===== config.mk =====
export PLATFORM = sky130hd
export DESIGN_NAME = bcd_down_counter
export DESIGN_NICKNAME = d
export VERILOG_FILES = /design/src/rtl/bcd_down_counter.sv
export SDC_FILE = /design/constraint.sdc
export NUM_CORES = 1
export LEC_CHECK = 0
export ABC_CLOCK_PERIOD_IN_PS = 2200
export CAP_MARGIN = 20
export CORE_MARGIN = 2
export CORE_UTILIZATION = 40
export CTS_CLUSTER_DIAMETER = 100
export CTS_CLUSTER_SIZE = 14
export DETAILED_ROUTE_END_ITERATION = 10
export PLACE_DENSITY = 0.71
export SYNTH_ARGS = -nofsm -noshare
export SYNTH_HDL_FRONTEND = slang
export SYNTH_SLANG_ARGS = --single-unit
export TNS_END_PERCENT = 100

===== constraint.sdc =====
create_clock -name i_clk -period 2.2 [get_ports i_clk]
set_input_delay 0.44 -clock i_clk [delete_from_list [all_inputs] [get_ports i_clk]]
set_output_delay 0.44 -clock i_clk [all_outputs]
set_load 0.02 [all_outputs]

===== src/rtl/bcd_down_counter.sv =====
// -----------------------------------------------------------------------------
// bcd_down_counter
//   Multi-digit BCD countdown counter. A preset is loaded (each digit clamped
//   to 9 if it is not a valid BCD digit), then the count decrements once per
//   enabled clock while running, with a borrow rippling across decimal digits.
//   A one-cycle terminal-count pulse marks the decrement that reaches zero.
//   With AUTO_RELOAD=1 the counter shows 0 for one count and then reloads the
//   saved preset and keeps running; with AUTO_RELOAD=0 it stops in DONE.
//
// Parameters
//   DIGITS       number of BCD digits (1..4), count width = 4*DIGITS
//   AUTO_RELOAD  1: reload preset after reaching zero, 0: stop at zero
//
// Ports
//   i_clk    rising-edge clock
//   i_rst    synchronous reset, active-low
//   i_load   load i_din into count and preset (sanitised per digit)
//   i_din    preset value, BCD, digit 0 in [3:0]
//   i_start  begin or restart the countdown
//   i_en     count enable; low pauses the count while running
//   o_q      current count, BCD
//   o_busy   high while running
//   o_done   high while stopped at zero
//   o_tc     one-cycle pulse in the cycle o_q becomes 0 by decrement
// -----------------------------------------------------------------------------
module bcd_down_counter #(
    parameter int DIGITS      = 2,
    parameter int AUTO_RELOAD = 0
) (
    input  logic                  i_clk,
    input  logic                  i_rst,
    input  logic                  i_load,
    input  logic [4*DIGITS-1:0]   i_din,
    input  logic                  i_start,
    input  logic                  i_en,
    output logic [4*DIGITS-1:0]   o_q,
    output logic                  o_busy,
    output logic                  o_done,
    output logic                  o_tc
);

    localparam int W = 4 * DIGITS;
    localparam logic [W-1:0] ZERO = {W{1'b0}};
    localparam logic [W-1:0] ONE  = {{(W-1){1'b0}}, 1'b1};

    typedef enum logic [1:0] {
        ST_IDLE = 2'd0,
        ST_RUN  = 2'd1,
        ST_DONE = 2'd2
    } state_t;

    state_t         r_state;
    logic [W-1:0]   r_q;
    logic [W-1:0]   r_preset;
    logic           r_busy;
    logic           r_done;
    logic           r_tc;

    logic [W-1:0]   w_din_clean;
    logic [W-1:0]   w_q_dec;
    logic           w_q_zero;
    logic           w_q_one;
    logic           w_preset_zero;

    // Clamp every digit above 9 to 9 so the count never holds non-BCD digits.
    function automatic logic [W-1:0] bcd_sanitize(input logic [W-1:0] v);
        logic [W-1:0] r;
        r = v;
        for (int d = 0; d < DIGITS; d++) begin
            if (v[4*d +: 4] > 4'd9) begin
                r[4*d +: 4] = 4'd9;
            end else begin
                r[4*d +: 4] = v[4*d +: 4];
            end
        end
        return r;
    endfunction

    // Subtract one: a digit at 0 becomes 9 and passes the borrow upward.
    function automatic logic [W-1:0] bcd_decrement(input logic [W-1:0] v);
        logic [W-1:0] r;
        logic         borrow;
        r      = v;
        borrow = 1'b1;
        for (int d = 0; d < DIGITS; d++) begin
            if (borrow) begin
                if (v[4*d +: 4] == 4'd0) begin
                    r[4*d +: 4] = 4'd9;
                end else begin
                    r[4*d +: 4] = v[4*d +: 4] - 4'd1;
                    borrow      = 1'b0;
                end
            end else begin
                r[4*d +: 4] = v[4*d +: 4];
            end
        end
        return r;
    endfunction

    assign w_din_clean   = bcd_sanitize(i_din);
    assign w_q_dec       = bcd_decrement(r_q);
    assign w_q_zero      = (r_q == ZERO);
    assign w_q_one       = (r_q == ONE);
    assign w_preset_zero = (r_preset == ZERO);

    // Countdown FSM with registered count and flags; priority rst > load > start > en.
    always_ff @(posedge i_clk) begin
        if (!i_rst) begin
            r_state  <= ST_IDLE;
            r_q      <= ZERO;
            r_preset <= ZERO;
            r_busy   <= 1'b0;
            r_done   <= 1'b0;
            r_tc     <= 1'b0;
        end else begin
            r_tc <= 1'b0;
            if (i_load) begin
                r_q      <= w_din_clean;
                r_preset <= w_din_clean;
                r_state  <= ST_IDLE;
                r_busy   <= 1'b0;
                r_done   <= 1'b0;
            end else begin
                case (r_state)
                    ST_IDLE: begin
                        if (i_start) begin
                            if (w_q_zero) begin
                                r_state <= ST_DONE;
                                r_done  <= 1'b1;
                            end else begin
                                r_state <= ST_RUN;
                                r_busy  <= 1'b1;
                            end
                        end
                    end
                    ST_RUN: begin
                        if (i_start) begin
                            r_q <= r_preset;
                        end else if (i_en) begin
                            if (w_q_zero) begin
                                // Only reachable after an auto-reload zero count:
                                // this count restores the preset instead of decrementing.
                                r_q <= r_preset;
                            end else if (w_q_one) begin
                                r_q  <= ZERO;
                                r_tc <= 1'b1;
                                if ((AUTO_RELOAD == 0) || w_preset_zero) begin
                                    r_state <= ST_DONE;
                                    r_busy  <= 1'b0;
                                    r_done  <= 1'b1;
                                end
                            end else begin
                                r_q <= w_q_dec;
                            end
                        end
                    end
                    ST_DONE: begin
                        if (i_start) begin
                            r_q <= r_preset;
                            if (!w_preset_zero) begin
                                r_state <= ST_RUN;
                                r_busy  <= 1'b1;
                                r_done  <= 1'b0;
                            end
                        end
                    end
                    default: begin
                        r_state <= ST_IDLE;
                        r_busy  <= 1'b0;
                        r_done  <= 1'b0;
                    end
                endcase
            end
        end
    end

    assign o_q    = r_q;
    assign o_busy = r_busy;
    assign o_done = r_done;
    assign o_tc   = r_tc;

endmodule


### Yosys cells after proc, flatten, opt, wreduce, memory -nomap -nowiden

Index checks and enable logic that the tools add are counted.

| cells by class | value |
|---|---|
| add/subtract/negate cells | 2 |
| multipliers | 0 |
| div/mod/pow operators | 0 |
| order comparisons | 2 |
| equal/unequal tests | 15 |
| shift-type cells | 0 |
| mux-type cells | 41 |
| bitwise gates (word level) | 3 |
| reduce and logical (&&, ||, !) cells | 13 |

Operators with widths:

| cell | number |
|---|---|
| $mux 8 | 6 |
| $mux 4 | 5 |
| $mux 1 | 18 |
| $ne 2x2->1 const B | 9 |
| $logic_not 8->1 | 2 |
| $mux 2 | 8 |
| $pmux 8 s2 | 1 |
| $reduce_and 8->1 | 2 |
| $eq 8x1->1 const B | 1 |
| $gt 4x4->1 const B | 2 |
| $logic_not 4->1 | 2 |
| $sub 4x1->4 const B | 2 |
| $reduce_and 7->1 | 1 |
| $ne 6x6->1 const B | 1 |
| $pmux 1 s3 | 2 |
| $pmux 2 s3 | 1 |
| $reduce_or 6->1 | 1 |
| $ne 4x4->1 const B | 1 |
| $reduce_and 4->1 | 1 |
| $ne 3x3->1 const B | 1 |
| $not 1->1 | 3 |
| $reduce_and 3->1 | 1 |
| $reduce_bool 3->1 | 1 |
| $eq 2x1->1 const B | 1 |
| other kinds (3) | 3 |

| word-level totals | value |
|---|---|
| register bits after elaboration | 21 |
| latch bits | 0 |
| memory bits (writable) | 0 |
| memory bits (read-only) | 0 |
| input port bits | 13 |
| output and inout port bits | 11 |
| word-level logic and storage cells | 83 |
| memories | 0 |

### Longest topological paths before layout

| logic depth | value |
|---|---|
| depth after elaboration | 9 |
| depth in mapped cells | 7 |

### Worst setup path before layout

OpenSTA, ideal clock, no wires.

| timing path | value |
|---|---|
| kind | flip-flop to flip-flop |
| start point | register r_q[0], in the netlist o_q[0] |
| end point | register r_state[1] |
| data arrival time | 1850 ps |
| slack | 234 ps |
| stages on the path, launching flop included | 8 |
| buffers on the path | 0 |
| clock period less this slack | 1966 ps |
| path through | dfxtp_1 inv_1 ha_1 or4b_1 o21ai_1 and3_2 nor2_1 a31o_1 |

| on the way | value |
|---|---|
| longest elaborated chain between the ends | 4 |
| elaborated cells on any way between the ends | 8 |
| those cells by class | eq/ne: 3; mux: 3; reduce/logical: 2 |

RTL lines:

| element | RTL line | text |
|---|---|---|
| from (decl) | 53 | `logic [W-1:0] r_q;` |
| from (signal assigned) | 118 | `r_q <= w_din_clean;` |
| from (signal assigned) | 138 | `r_q <= r_preset;` |
| from (signal assigned) | 143 | `r_q <= r_preset;` |
| $logic_not 8->1 | 102 | `assign w_q_zero = (r_q == ZERO);` |
| $mux 2 | 127 | `if (w_q_zero) begin` |
| $mux 2 | 126 | `if (i_start) begin` |
| $pmux 2 s3 | 124 | `case (r_state)` |
| to (signal assigned) | 109 | `r_state <= ST_IDLE;` |
| to (signal assigned) | 128 | `r_state <= ST_DONE;` |
| to (signal assigned) | 131 | `r_state <= ST_RUN;` |
| to (decl) | 52 | `state_t r_state;` |

Several ways; a longest one is shown, not always the timed one. The select of a mux whose other input is x is not followed.
A chain may end at the register's enable or synchronous reset.

### Worst setup path after layout

| timing path | value |
|---|---|
| start point | register r_q[1], in the netlist o_q[1] |
| end point | register r_state[1] |

The elaborated chain is that of the path after synthesis.

==> reports/results.tsv <==
stage	metric	value	unit
synth	#FFs+latches synth	21	
global_routing	pin count of the biggest net entering global routing	17	
sta	total negative slack	0	ps
sta	unrepaired setup endpoints after global routing	false	
cts	hold buffers post-CTS	0	
run	max_cap viols	0	
sta	Slew @ Worst Pin	375	ps
sta	Rel. slew slack	75.0	%
worst_setup_path	critical path type	reg -> reg	
worst_setup_path	Crit Path Max Fanout	6	
pwr	LEAKAGE	0.566	nW
pwr	P per Cell Area	591	mW/mm2
floorplan	Die Ht	60.4	um
synth	Post-synth EDFFs	0	
worst_setup_path	startpoint types	flip-flop	
synth	fraction of the yosys area taken by sequential cells	33.0	%
worst_setup_path	worst r2r path cells	7	
pwr	maximum VDD drop	388	uV
synth	Synth top area share	33.0	%
floorplan	row cnt	20	
route	highest metal used	met4	
synth	xor/xnor share of the synthesized area	1.38	%
cts	Worst-path clk slew	130	ps
synth	mux cell area share after synthesis	0.787	%
global_routing	initial antenna violation count	0	
synth	Synth area leaders	dfxtp_1, o21ai_0, ha_1	
worst_setup_path	Critical Path AT	2180	ps
cts	H-tree depth	1	
synth	distinct cell type count after synthesis	47	
worst_setup_path	Worst setup EP type	flip-flop	
synth	Synth async-reset ratio	0	%
route	M1 wire length	1340	um
pwr	P_sw	0.321	mW
global_routing	GRT Total Usage	18.7	%
pwr	Seq pwr share	46.9	%
cts	TritonCTS Buffers	3	
finish	Reg area	420	um2
finish	layout cells sized above 1	8.43	%
pwr	Tot Pwr	0.939	mW
route	Routed Antenna Nets	0	
cts	CTS root buffer	clkbuf_4	
finish	n_diodes	0	
route	via count	1290	
route	Vias/cell	5.81	
placement	Buffers on Ports	23	
worst_setup_path	reg2reg setup slack	250	ps
placement	GP Congestion	0.874	
synth	largest family of logic cells by synthesized area	compound AO/OA/AOI/OAI gates	
synth	YS warnings	0	
floorplan	die area	0.00365	mm2
cts	post-CTS sizing	0	
synth	Simple-Gate Fraction of Synth Area	25.3	%
synth	Syn Inst Count	153	
cts	Sink Count	21	
sta	fmax	512	MHz
global_routing	number of global-route vias before repair	1161	
pwr	clock share of power	20.9	%
synth	Compound-Gate Fraction of Synth Area	31.1	%
route	met3 WL	271	um
pwr	Internal Power	0.618	mW
cts	clk buf depth	2	
synth	dominant synthesized flop cell	dfxtp_1	
placement	worst slack at placement	109	ps
placement	dpl hpwl	2360	um
synth	largest area contributor in the netlist	dfxtp_1	
synth	Avg Cell Area, Syn	8.32	um2
floorplan	number of top-level pins	24	
pwr	sw frac	34.2	%
finish	fillers	292	
sta	period utilisation layout	88.9	%
min_path	hold depth	2	
sta	final setup fails	0	
sta	fin. max-slew vios	0	
route	final wirelength	3160	um
floorplan	Initial Util	42.0	%
floorplan	die width	60.4	um
finish	Layout area overhead	24.8	%
synth	Mapped Nets	171	
route	wire per inst	14.2	um
finish	fin util	52.4	%
cts	worst skew pair latency	320	ps
synth	Mapped Area	0.00127	mm2
route	DR iter-0 viols	113	
finish	final net count	197	
route	Met2 Routed Length	1530	um
global_routing	first-pass GRT wire length	5150	um
status	status	complete, no violations	
sta	final hold violations	0	
sta	clk_skew	16.1	ps
sta	Final WS setup	245	ps
cts	Post-CTS Setup Inserts	0	
cts	CTS tree	done	
route	DRC Markers	0	
finish	multi-input logic area	807	um2
sta	Period minus WS final	1950	ps
route	DR pass1 iterations	4	
synth	post-synthesis adder-cell area fraction	4.92	%
min_path	Worst Hold Class	reg -> reg	
pwr	Logic pwr share	32.2	%
floorplan	core footprint	0.00303	mm2
worst_setup_path	critical path required time	2430	ps
global_routing	gr ovfl total	0	
==> cell families (layout without fill, tap and decap cells) <==
| kind of cell | Yosys count | in the layout |
|---|---|---|
| buffers and inverters | 11 | 36 |
| XOR/XNOR | 2 | 2 |
| multiplexers | 1 | 1 |
| flip-flops | 21 | 21 |
| adder cells (fa/ha/maj) | 5 | 5 |
| AO/OA/AOI/OAI | 58 | 58 |
| AND/OR/NAND/NOR | 55 | 55 |
==> layer usage <==
metal	global-route usage, %	up-vias
met2	31.8	59
met5	0	-
met1	23.3	609
met3	5.76	4
met4	3.81	0
li1	-	618
==> worst max-delay path, cell delays in order (launching register included) <==
cell and delay [ps]:
dfxtp_1 420, inv_1 100, ha_1 270, or4b_1 510
o21ai_1 120, and3_2 230, nor2_1 50, a31o_1 170
==> power by group through the flow <==
stage	Clock, mW	Sequential, mW	Combinational [mW]
6_report	0.196	0.440	0.302
2_1_floorplan	0	0.460	0.176
5_1_grt	0.219	0.445	0.331
3_3_place_gp	0	0.447	0.294
3_5_place_dp	0	0.448	0.298
4_1_cts	0.202	0.440	0.300
==> registers in the layout (all words and copies together) (netlist names) <==
name and count:
o_busy 1, r_state 2, o_done 1, o_q 8
r_preset 8, o_tc 1
==> layout make-up <==
| cell class | count | area share (%) |
|---|---|---|
| Clock buffer | 4 | 1.65 |
| Multi-Input combinational cell | 121 | 50.8 |
| Tap cell | 44 | 3.47 |
| Sequential cell | 21 | 26.5 |
| Timing Repair Buffer | 27 | 16.4 |
| Inverter | 5 | 1.18 |
==> cell usage after synthesis, drive strengths merged (2+ instances only) <==
| cell | count |
|---|---|
| nand2b | 8 |
| o31ai | 5 |
| nand3 | 2 |
| dfxtp | 21 |
| inv | 5 |
| nor2 | 10 |
| nor4 | 2 |
| a41oi | 3 |
| o21ai | 17 |
| a31oi | 3 |
| nand4b | 2 |
| a221oi | 2 |
| nand2 | 13 |
| ha | 5 |
| a21oi | 9 |
| a21boi | 6 |
| a211oi | 2 |
| nor2b | 6 |
| buf | 3 |
| clkbuf | 3 |
| nor3 | 2 |
| o21a | 4 |
==> final timing paths <==
check | start | end
worst max-delay path | o_q[1] | r_state[1]
worst min-delay path | o_done | o_done
worst max register to register | o_q[1] | r_state[1]
worst min register to register | o_done | o_done
==> cells in the final DEF (no fill, tap or decap), types with 6 or more instances in the layout <==
cell,n
dfxtp_1,21
a21oi_1,9
clkdlybuf4s50_1,23
nand2_1,13
nor2b_1,6
a21boi_0,6
nand2b_1,8
nor2_1,9
o21ai_0,14
==> per-stage QoR <==
stage	cells	area, um2	hold slack, ps
detailed placement	218	1560	461
floorplan	153	1270	470
global placement	218	1560	463
CTS	222	1590	496
finish	222	1590	487
global route	222	1590	546
Power figures use the tool's default switching activity.
